**src/rtl/mci_pkg.sv**
```systemverilog
// mci_pkg: shared constants and types for the MCI watchdog chain.
// Channel FSM states plus the channel and period-width limits.
package mci_pkg;

    localparam int unsigned MCI_WDT_MAX_TIMERS = 8;
    localparam int unsigned MCI_WDT_TIMEOUT_PERIOD_NUM_DWORDS = 2;

    typedef enum logic [1:0] {
        IDLE    = 2'd0,
        COUNT   = 2'd1,
        EXPIRED = 2'd2
    } mci_wdt_state_e;

endpackage

```
**src/rtl/mci_wdt_chan.sv**
```systemverilog
// mci_wdt_chan: one watchdog channel, IDLE/COUNT/EXPIRED FSM and a
// CW-bit up-counter compared (>=) against a live period each cycle.
module mci_wdt_chan
    import mci_pkg::*;
#(
    parameter int unsigned CW = 64
) (
    input  logic          clk,
    input  logic          rst_b,
    input  logic          en_i,
    input  logic          act_i,
    input  logic          restart_i,
    input  logic [CW-1:0] period_i,
    input  logic          serviced_i,
    output logic          timeout_o,
    output logic          timeout_p_o
);

    mci_wdt_state_e  state_q;
    logic [CW-1:0]   cnt_q;
    logic [CW-1:0]   cnt_d;
    logic            timeout_q;
    logic            timeout_p_q;
    logic            expire;

    // >= compare so a period lowered below the count expires at once
    assign expire = (cnt_q >= period_i);

    // Saturating increment; the >= compare normally stops it first
    assign cnt_d = (&cnt_q) ? cnt_q : cnt_q + CW'(1);

    // Channel FSM: disable > restart > expire > increment
    always_ff @(posedge clk or negedge rst_b) begin
        if (!rst_b) begin
            state_q     <= IDLE;
            cnt_q       <= '0;
            timeout_q   <= 1'b0;
            timeout_p_q <= 1'b0;
        end else begin
            timeout_p_q <= 1'b0;
            unique case (state_q)
                IDLE: begin
                    if (act_i) begin
                        state_q <= COUNT;
                        cnt_q   <= '0;
                    end
                end
                COUNT: begin
                    if (!act_i) begin
                        state_q <= IDLE;
                        cnt_q   <= '0;
                    end else if (restart_i) begin
                        cnt_q <= '0;
                    end else if (expire) begin
                        state_q     <= EXPIRED;
                        timeout_q   <= 1'b1;
                        timeout_p_q <= 1'b1;
                    end else begin
                        cnt_q <= cnt_d;
                    end
                end
                EXPIRED: begin
                    if (!en_i) begin
                        state_q   <= IDLE;
                        cnt_q     <= '0;
                        timeout_q <= 1'b0;
                    end else if (serviced_i) begin
                        state_q   <= act_i ? COUNT : IDLE;
                        cnt_q     <= '0;
                        timeout_q <= 1'b0;
                    end
                end
                default: begin
                    state_q   <= IDLE;
                    cnt_q     <= '0;
                    timeout_q <= 1'b0;
                end
            endcase
        end
    end

    assign timeout_o   = timeout_q;
    assign timeout_p_o = timeout_p_q;

endmodule

```
**src/rtl/mci_wdt_chain.sv**
```systemverilog
// mci_wdt_chain: N-channel watchdog, each channel free-running or gated
// by the previous channel's expiry, with a sticky fatal output for NMI.
module mci_wdt_chain
    import mci_pkg::*;
#(
    parameter int unsigned NUM_TIMERS        = 2,
    parameter int unsigned PERIOD_NUM_DWORDS = MCI_WDT_TIMEOUT_PERIOD_NUM_DWORDS,
    parameter logic [MCI_WDT_MAX_TIMERS-1:0] FATAL_TIMER_MASK = 8'b10
) (
    input  logic                                             clk,
    input  logic                                             rst_b,
    input  logic [NUM_TIMERS-1:0]                            timer_en,
    input  logic [NUM_TIMERS-1:0]                            timer_restart,
    input  logic [NUM_TIMERS-1:0]                            cascade_en,
    input  logic [NUM_TIMERS-1:0][PERIOD_NUM_DWORDS-1:0][31:0] timeout_period,
    input  logic [NUM_TIMERS-1:0]                            timeout_serviced,
    output logic [NUM_TIMERS-1:0]                            timeout,
    output logic [NUM_TIMERS-1:0]                            timeout_p,
    output logic                                             fatal_timeout
);

    localparam int unsigned CW = 32 * PERIOD_NUM_DWORDS;

    if (NUM_TIMERS < 1 || NUM_TIMERS > MCI_WDT_MAX_TIMERS) begin : g_bad_num
        $error("mci_wdt_chain: NUM_TIMERS must be 1..MCI_WDT_MAX_TIMERS");
    end

    if ((FATAL_TIMER_MASK >> NUM_TIMERS) != '0) begin : g_bad_mask
        $error("mci_wdt_chain: FATAL_TIMER_MASK has bits above NUM_TIMERS");
    end

    logic [NUM_TIMERS-1:0] act;
    logic [NUM_TIMERS-1:0] timeout_int;
    logic [NUM_TIMERS-1:0] timeout_p_int;
    logic                  fatal_hit;
    logic                  fatal_q;
    logic                  unused_cascade0;

    // Channel 0 has no predecessor, so its cascade bit is meaningless
    assign unused_cascade0 = cascade_en[0];
    assign act[0]          = timer_en[0];

    for (genvar i = 1; i < NUM_TIMERS; i++) begin : g_act
        assign act[i] = timer_en[i] & (~cascade_en[i] | timeout_int[i-1]);
    end

    for (genvar i = 0; i < NUM_TIMERS; i++) begin : g_chan
        mci_wdt_chan #(
            .CW (CW)
        ) u_chan (
            .clk         (clk),
            .rst_b       (rst_b),
            .en_i        (timer_en[i]),
            .act_i       (act[i]),
            .restart_i   (timer_restart[i]),
            .period_i    (timeout_period[i]),
            .serviced_i  (timeout_serviced[i]),
            .timeout_o   (timeout_int[i]),
            .timeout_p_o (timeout_p_int[i])
        );
    end

    assign fatal_hit = |(timeout_p_int & FATAL_TIMER_MASK[NUM_TIMERS-1:0]);

    // Fatal is sticky: only reset clears it
    always_ff @(posedge clk or negedge rst_b) begin
        if (!rst_b) begin
            fatal_q <= 1'b0;
        end else begin
            fatal_q <= fatal_q | fatal_hit;
        end
    end

    assign timeout       = timeout_int;
    assign timeout_p     = timeout_p_int;
    assign fatal_timeout = fatal_q;

endmodule

```
**config.mk**
```make
export PLATFORM = sky130hd
export DESIGN_NAME = mci_wdt_chain
export DESIGN_NICKNAME = d
export VERILOG_FILES = /design/src/rtl/mci_pkg.sv /design/src/rtl/mci_wdt_chan.sv /design/src/rtl/mci_wdt_chain.sv
export SDC_FILE = /design/constraint.sdc
export NUM_CORES = 1
export LEC_CHECK = 0
export CAP_MARGIN = 0
export CORE_MARGIN = 2
export CORE_UTILIZATION = 30
export CTS_CLUSTER_SIZE = 10
export DETAILED_ROUTE_END_ITERATION = 6
export GPL_TIMING_DRIVEN = 0
export SKIP_LAST_GASP = 1
export SYNTH_ARGS = -nofsm -noshare
export SYNTH_HDL_FRONTEND = slang
export SYNTH_SLANG_ARGS = --single-unit
```
**constraint.sdc**
```tcl
create_clock -name clk -period 4.25 [get_ports clk]
set_input_delay 1.0625 -clock clk [delete_from_list [all_inputs] [get_ports clk]]
set_output_delay 1.0625 -clock clk [all_outputs]
set_load 0.02 [all_outputs]
```
==> impl_metrics.ini <==
[min_path]
hold_path_startpoint = g_chan[1].u_chan.timeout_p_o$_DFF_PN0_
worst_hold_path_type = register to register
whs_path_depth = 1
min_to = fatal_timeout$_DFF_PN0_

[drt]
dr_vias_cell = 5.83
detail_route.wirelength_um = 42900
avgRoutedWirePerCell_um = 20.0
drtPass1Iterations = 6
routed-via-count = 12500
post_detailed_route_count_of_antenna_violating_nets = 0
drt_drc_violations_left = 0
drt_iter0_drc = 1211

[logic_synthesis]
syn_area_per_cell_um2 = 8.10
yosysSeqAreaShare = 0.292
postSynth.asyncResetShare = 1.00
yosys.cell_types.count = 74
syn_area_um2 = 11700
post_syn_nets = 1718
synthesis.yosys.warnings = 0
post_synth_inst_count = 1450
synth-edff-count = 0
yosys_register_bits = 137
dominantRegCellSynth = dfrtp_1

[setup_path]
cp_slowest_stage_delay_ps = 580
crit_path_end_kind = register
worstPathCellList = clkdlybuf4s50_1 -> inv_1 -> ha_1 -> a21oi_1 -> o21a_1 -> o221ai_1 -> a211o_1 -> or4_4 -> or3_4 -> clkbuf_4 -> o311ai_0 -> nand2_1
critical_path_startpoint = timeout_period[115]
timing.critical_path.required_ps = 4560
cp_slowest_cell = or4_4
ff2ff_path_depth = 8
crit_fanout = 10
data_arrival_critical_path_ps = 4450
regToRegSetupSlack_ps = 560
crit_family = compound AO/OA/AOI/OAI gates
regToRegEndpoint = g_chan[0].u_chan.cnt_q[55]$_DFFE_PN0P_
worst-path-buf-inv = 3
critical_setup_path_class = primary input to register
worst_setup_path_start_kind = primary input
worstReg2RegStart = g_chan[0].u_chan.cnt_q[7]$_DFFE_PN0P_

[floorplan]
die_y_um = 202
std_cell_rows = 72
die_width_um = 202
floorplan.die_area_um2 = 40700
core-area_um2 = 38600
floorplan.initialDensity = 0.304
top_level_ports = 143

[timing]
fin_crit_sh = 0.972
max-slew-margin-rel = 0.110
final_layout_worst_hold_slack_ps = 462
finalSetupViolCount = 0
fmax_mhz = 242
tightestPinTransition_ps = 1320
timing.clock.skew_ps = 16.3
rsz0062_at_grt = false
timing.final.hold_violations = 0
fin_tns_setup_ps = 0
finalWorstPathRequiredPeriod_ps = 4130
finalMaxSlewViolations = 0

[global_route]
grtUsageTotal = 0.208
globalRouteOverflowTotal = 0
antenna_found_initial = 0
grt_max_degree = 72
first_pass_grt_wire_length_um = 67400
via_count_of_the_first_global_routing_pass = 12400

[layout]
num_antenna_cells = 0
layout_common_cells = nand2_1 (164), inv_1 (157), clkdlybuf4s50_1 (140)
post_route_cells_drive_above_1_share = 0.0693
layout.cells.most_common = nand2_1
nNetsFinal = 1886
synthToLayoutAreaGrowth_pct = 24.8

[clocking]
clock_insertion_delay_worst_skew_ps = 440
tritoncts_buffers = 17
clkTransAtPathRegs_ps = 70
clockBufferDepth = 2
cts.hold.buffers_added = 0
cts.htree.levels = 4
root_buffer = clkbuf_16
cts_tree = built
sinks_on_clock_net = 137

[power_and_ir_drop]
p_leak_nw = 6.57
total_power_mw = 3.21
power_density_nw_per_um2 = 219
vdd_drop_max_v = 0.000281

[flow_run]
maxCapViolCount = 0

[placement]
place_hpwl_um = 32100
gp_congestion = 0.937
placement.io_buffers = 141

[status]
status = completed
-- synth_stat cells (all sizes together) (15+ instances only) --
| cell type | instances | area share |
|---|---|---|
| dfrtp | 137 | 0.29 |
| nand2 | 165 | 0.053 |
| nor2 | 38 | 0.012 |
| ha | 130 | 0.14 |
| o31ai | 16 | 0.010 |
| nand4 | 65 | 0.036 |
| or4 | 31 | 0.020 |
| buf | 20 | 0.011 |
| o21ai | 85 | 0.036 |
| nor4 | 50 | 0.030 |
| a31oi | 30 | 0.016 |
| o311ai | 27 | 0.020 |
| and3 | 18 | 0.0096 |
| and4 | 15 | 0.011 |
| clkbuf | 49 | 0.016 |
| nand3 | 90 | 0.038 |
| a21oi | 85 | 0.036 |
| o211ai | 35 | 0.023 |
| inv | 157 | 0.050 |
| nor3 | 30 | 0.014 |
-- worst max path at each step --
stage | cells past startpoint | endpoint
global route | 12 | g_chan[1].u_chan.cnt_q[52]$_DFFE_PN0P_
floorplan | 12 | g_chan[1].u_chan.cnt_q[32]$_DFFE_PN0P_
global placement | 1 | g_chan[1].u_chan.cnt_q[16]$_DFFE_PN0P_
detailed placement | 12 | g_chan[0].u_chan.cnt_q[29]$_DFFE_PN0P_
CTS | 13 | g_chan[1].u_chan.cnt_q[30]$_DFFE_PN0P_
finish | 12 | g_chan[1].u_chan.cnt_q[52]$_DFFE_PN0P_
-- power breakdown --
part | leakage (nW) | switching [mW] | total [mW] | internal (mW)
Combinational | 4.39 | 0.199 | 0.372 | 0.173
Sequential | 1.91 | 0.00599 | 1.31 | 1.31
Clock | 0.273 | 0.656 | 1.52 | 0.868
-- cell type report --
cell class,instances,area (um^2)
clock inverter,14,149
timing repair buffer,150,1500
clock buffer,18,429
tap,518,648
sequential,137,3430
inverter,157,589
multi-input combinational,1087,7580
buffer,68,332
fill,3991,24000
-- metrics by stage --
stage	area, um^2	worst slack [ps]	utilization	cells
floorplan	11700	482	-	1450
global placement	13800	-3940	0.357	2109
detailed placement	13800	-1660	0.358	2110
CTS	14600	4.89	0.377	2146
global route	14700	4.58	0.379	2149
finish	14700	118	0.379	2149
-- worst reg2reg max path, cell delays in order (launching register included) --
cell and delay, ps:
dfrtp_1 500, nand3_1 290, nor4_4 390, nand4_2 340, nor4_1 1180, nand2_1 360
nor4_1 370, a22oi_2 90, nand2_1 90
-- cell families (layout without fill, tap and decap cells) --
kind of cell	Yosys count	after routing	share of synthesized area
muxes	2	2	0.00170
DFF	137	137	0.292
and+or+nand+nor	564	564	0.263
buffers and inverters	226	407	0.0772
adders and majority gates	130	130	0.138
AOI/OAI and AO/OA	391	391	0.228
-- metal layers --
layer	up-vias	track usage	wire [um]
li1	5853	-	-
met1	6029	0.255	17500
met2	549	0.368	21200
met3	108	0.0306	2630
met4	0	0.0804	1600
met5	-	0	0
-- registers in the layout (all words and copies together) (netlist names) --
register                   flops
g_chan.u_chan.state_q          4
g_chan.u_chan.timeout_p_o      2
g_chan.u_chan.timeout_o        2
fatal_timeout                  1
g_chan.u_chan.cnt_q          128
-- what timing repair did --
action                     in CTS  in global routing
resized for setup              33                 11
setup endpoints to repair     136                 46
buffers inserted                4                  4
pin swaps                       6                  5
gates cloned                    0                  0
Power figures use the tool's default switching activity.
==> edit: new RTL, same flow settings <==
`NUM_TIMERS`: 2 -> 4.
--- a/src/rtl/mci_wdt_chain.sv
+++ b/src/rtl/mci_wdt_chain.sv
@@ -4,5 +4,5 @@
     import mci_pkg::*;
 #(
-    parameter int unsigned NUM_TIMERS        = 2,
+    parameter int unsigned NUM_TIMERS        = 4,
     parameter int unsigned PERIOD_NUM_DWORDS = MCI_WDT_TIMEOUT_PERIOD_NUM_DWORDS,
     parameter logic [MCI_WDT_MAX_TIMERS-1:0] FATAL_TIMER_MASK = 8'b10
Ports: changed (7 resized); port bits go from 143 to 283. The function was not compared with the original's and may differ.
==> edit against the unedited design <==
Cell area grew 92%. Register-to-register slack lost 0.24 ns. Area after synthesis grew 92%. First-iteration DRC count grew 66%. Sequential cell count grew 136. Utilization shrank 0.054 points. Sequential power grew 100%. Synthesized cell count grew 92%. Hold slack gained 0.023 ns. Non-clock buffer count grew 200. Setup slack gained 0.018 ns. Routed wire length grew 81%. Power grew 120%.
==> edit: results (changes against the unedited design) <==
Run status
Result of the run: completed (unchanged).

Setup path
The critical path's largest stage delay was 0.49 ns (was 0.58 ns). The cell family contributing the most delay on the critical path is simple AND/OR/NAND/NOR gates (was compound AO/OA/AOI/OAI gates).

Routing
The detailed-route wire length per cell is 18.96 µm (was 19.97 µm). The detailed-route wire length is 77,840 µm (was 42,910 µm). The starting DRC count in detailed routing was 2,005 (was 1,211).

Timing
The headroom to the max-slew limit came to 0.1831 (was 0.1099). The clock tree skew after final layout is 0.01284 ns (was 0.01628 ns).

GRT
The met1 usage in global routing was 0.2735 (was 0.2548). The pin count of the biggest net entering global routing was 108 (was 72). The total routing usage reported by global routing is 0.1981 (was 0.2082). The wire length of the first global-routing pass was 123,800 µm (was 67,390 µm). The met3 usage in global routing was 0.03140 (was 0.03064).

Clocking
The total number of H-tree levels came to 2 (was 4). The worst-case clock buffer depth is 3 (was 2). The clock insertion delay at the later pin of the skew report is 0.55 ns (was 0.44 ns). The post-CTS resize count was 27 (was 33). The post-CTS setup buffer count is 1 (was 4).

Place
The post-place instance area is 26,630 µm² (was 13,830 µm²). The placed wire-length estimate after detailed placement is 58,770 µm (was 32,080 µm). The setup slack after placement is -1.685 ns (was -1.659 ns).

Logic synthesis
The share of the yosys chip area belonging to registers is 0.3032 (was 0.2919). The arithmetic-cell share of the synthesized area counting full adders, half adders and majority gates is 0.1444 (was 0.1385). The post-synthesis average cell area came to 8.103 µm² (was 8.100 µm²). The area fraction in compound gates after synthesis is 0.2117 (was 0.2281).

The post-synthesis share of cell area spent on xor and xnor gates is 0.003498 (was 0). Synth top area cells: sky130_fd_sc_hd__dfrtp_1, sky130_fd_sc_hd__ha_1, sky130_fd_sc_hd__nand2_1 (unchanged). The count of different cell masters after synthesis is 84 (was 74).

Cells and area
The share of final-layout standard cells stronger than drive strength 1 is 0.05391 (was 0.06928). The final-stage net count is 3,644 (was 1,886).

Pwr
The leakage power is 0.01269 µW (was 0.006571 µW). The switching portion of total power is 0.2629 (was 0.2683).
## edit: path summary, 6_finish.rpt
path | start | end | slack, ns | cells after the start
max | timeout_period[183] | g_chan[2].u_chan.cnt_q[39]$_DFFE_PN0P_ | 0.14 | 14
min | fatal_timeout$_DFF_PN0_ | fatal_timeout$_DFF_PN0_ | 0.48 | 1
max reg2reg | g_chan[3].u_chan.cnt_q[37]$_DFFE_PN0P_ | g_chan[3].u_chan.cnt_q[7]$_DFFE_PN0P_ | 0.32 | 9
min reg2reg | fatal_timeout$_DFF_PN0_ | fatal_timeout$_DFF_PN0_ | 0.48 | 1
max in group asynchronous | rst_b | g_chan[0].u_chan.cnt_q[1]$_DFFE_PN0P_ | 2.70 | 2
min in group asynchronous | rst_b | g_chan[2].u_chan.cnt_q[24]$_DFFE_PN0P_ | 0.49 | 1
## edit: metrics by stage
step | total power (µW) | utilization
after floorplan | 3080 | -
after global placement | 3612 | 0.3568
after detailed placement | 3621 | 0.3576
after CTS | 7011 | 0.3764
after global routing | 7228 | 0.3786
final | 6933 | 0.3787
## edit: power groups by stage
stage | logic (µW) | clock network (µW) | registers [µW]
2_1_floorplan | 392 | 0 | 2690
3_3_place_gp | 897 | 0 | 2710
3_5_place_dp | 910 | 0 | 2710
4_1_cts | 917 | 3430 | 2670
5_1_grt | 1010 | 3550 | 2670
6_report | 916 | 3350 | 2670
## edit: layout make-up
class | count | area, µm² | share of cell area
Tap cell | 969 | 1212 | 0.04301
Clock buffer | 61 | 1191 | 0.04225
Timing Repair Buffer | 289 | 2918 | 0.1035
Antenna cell | 2 | 5.005 | 0.0001775
Inverter | 310 | 1164 | 0.04128
Clock inverter | 5 | 102.6 | 0.003639
Multi-Input combinational cell | 2068 | 14170 | 0.5026
Buffer | 129 | 599.3 | 0.02126
Sequential cell | 273 | 6832 | 0.2423
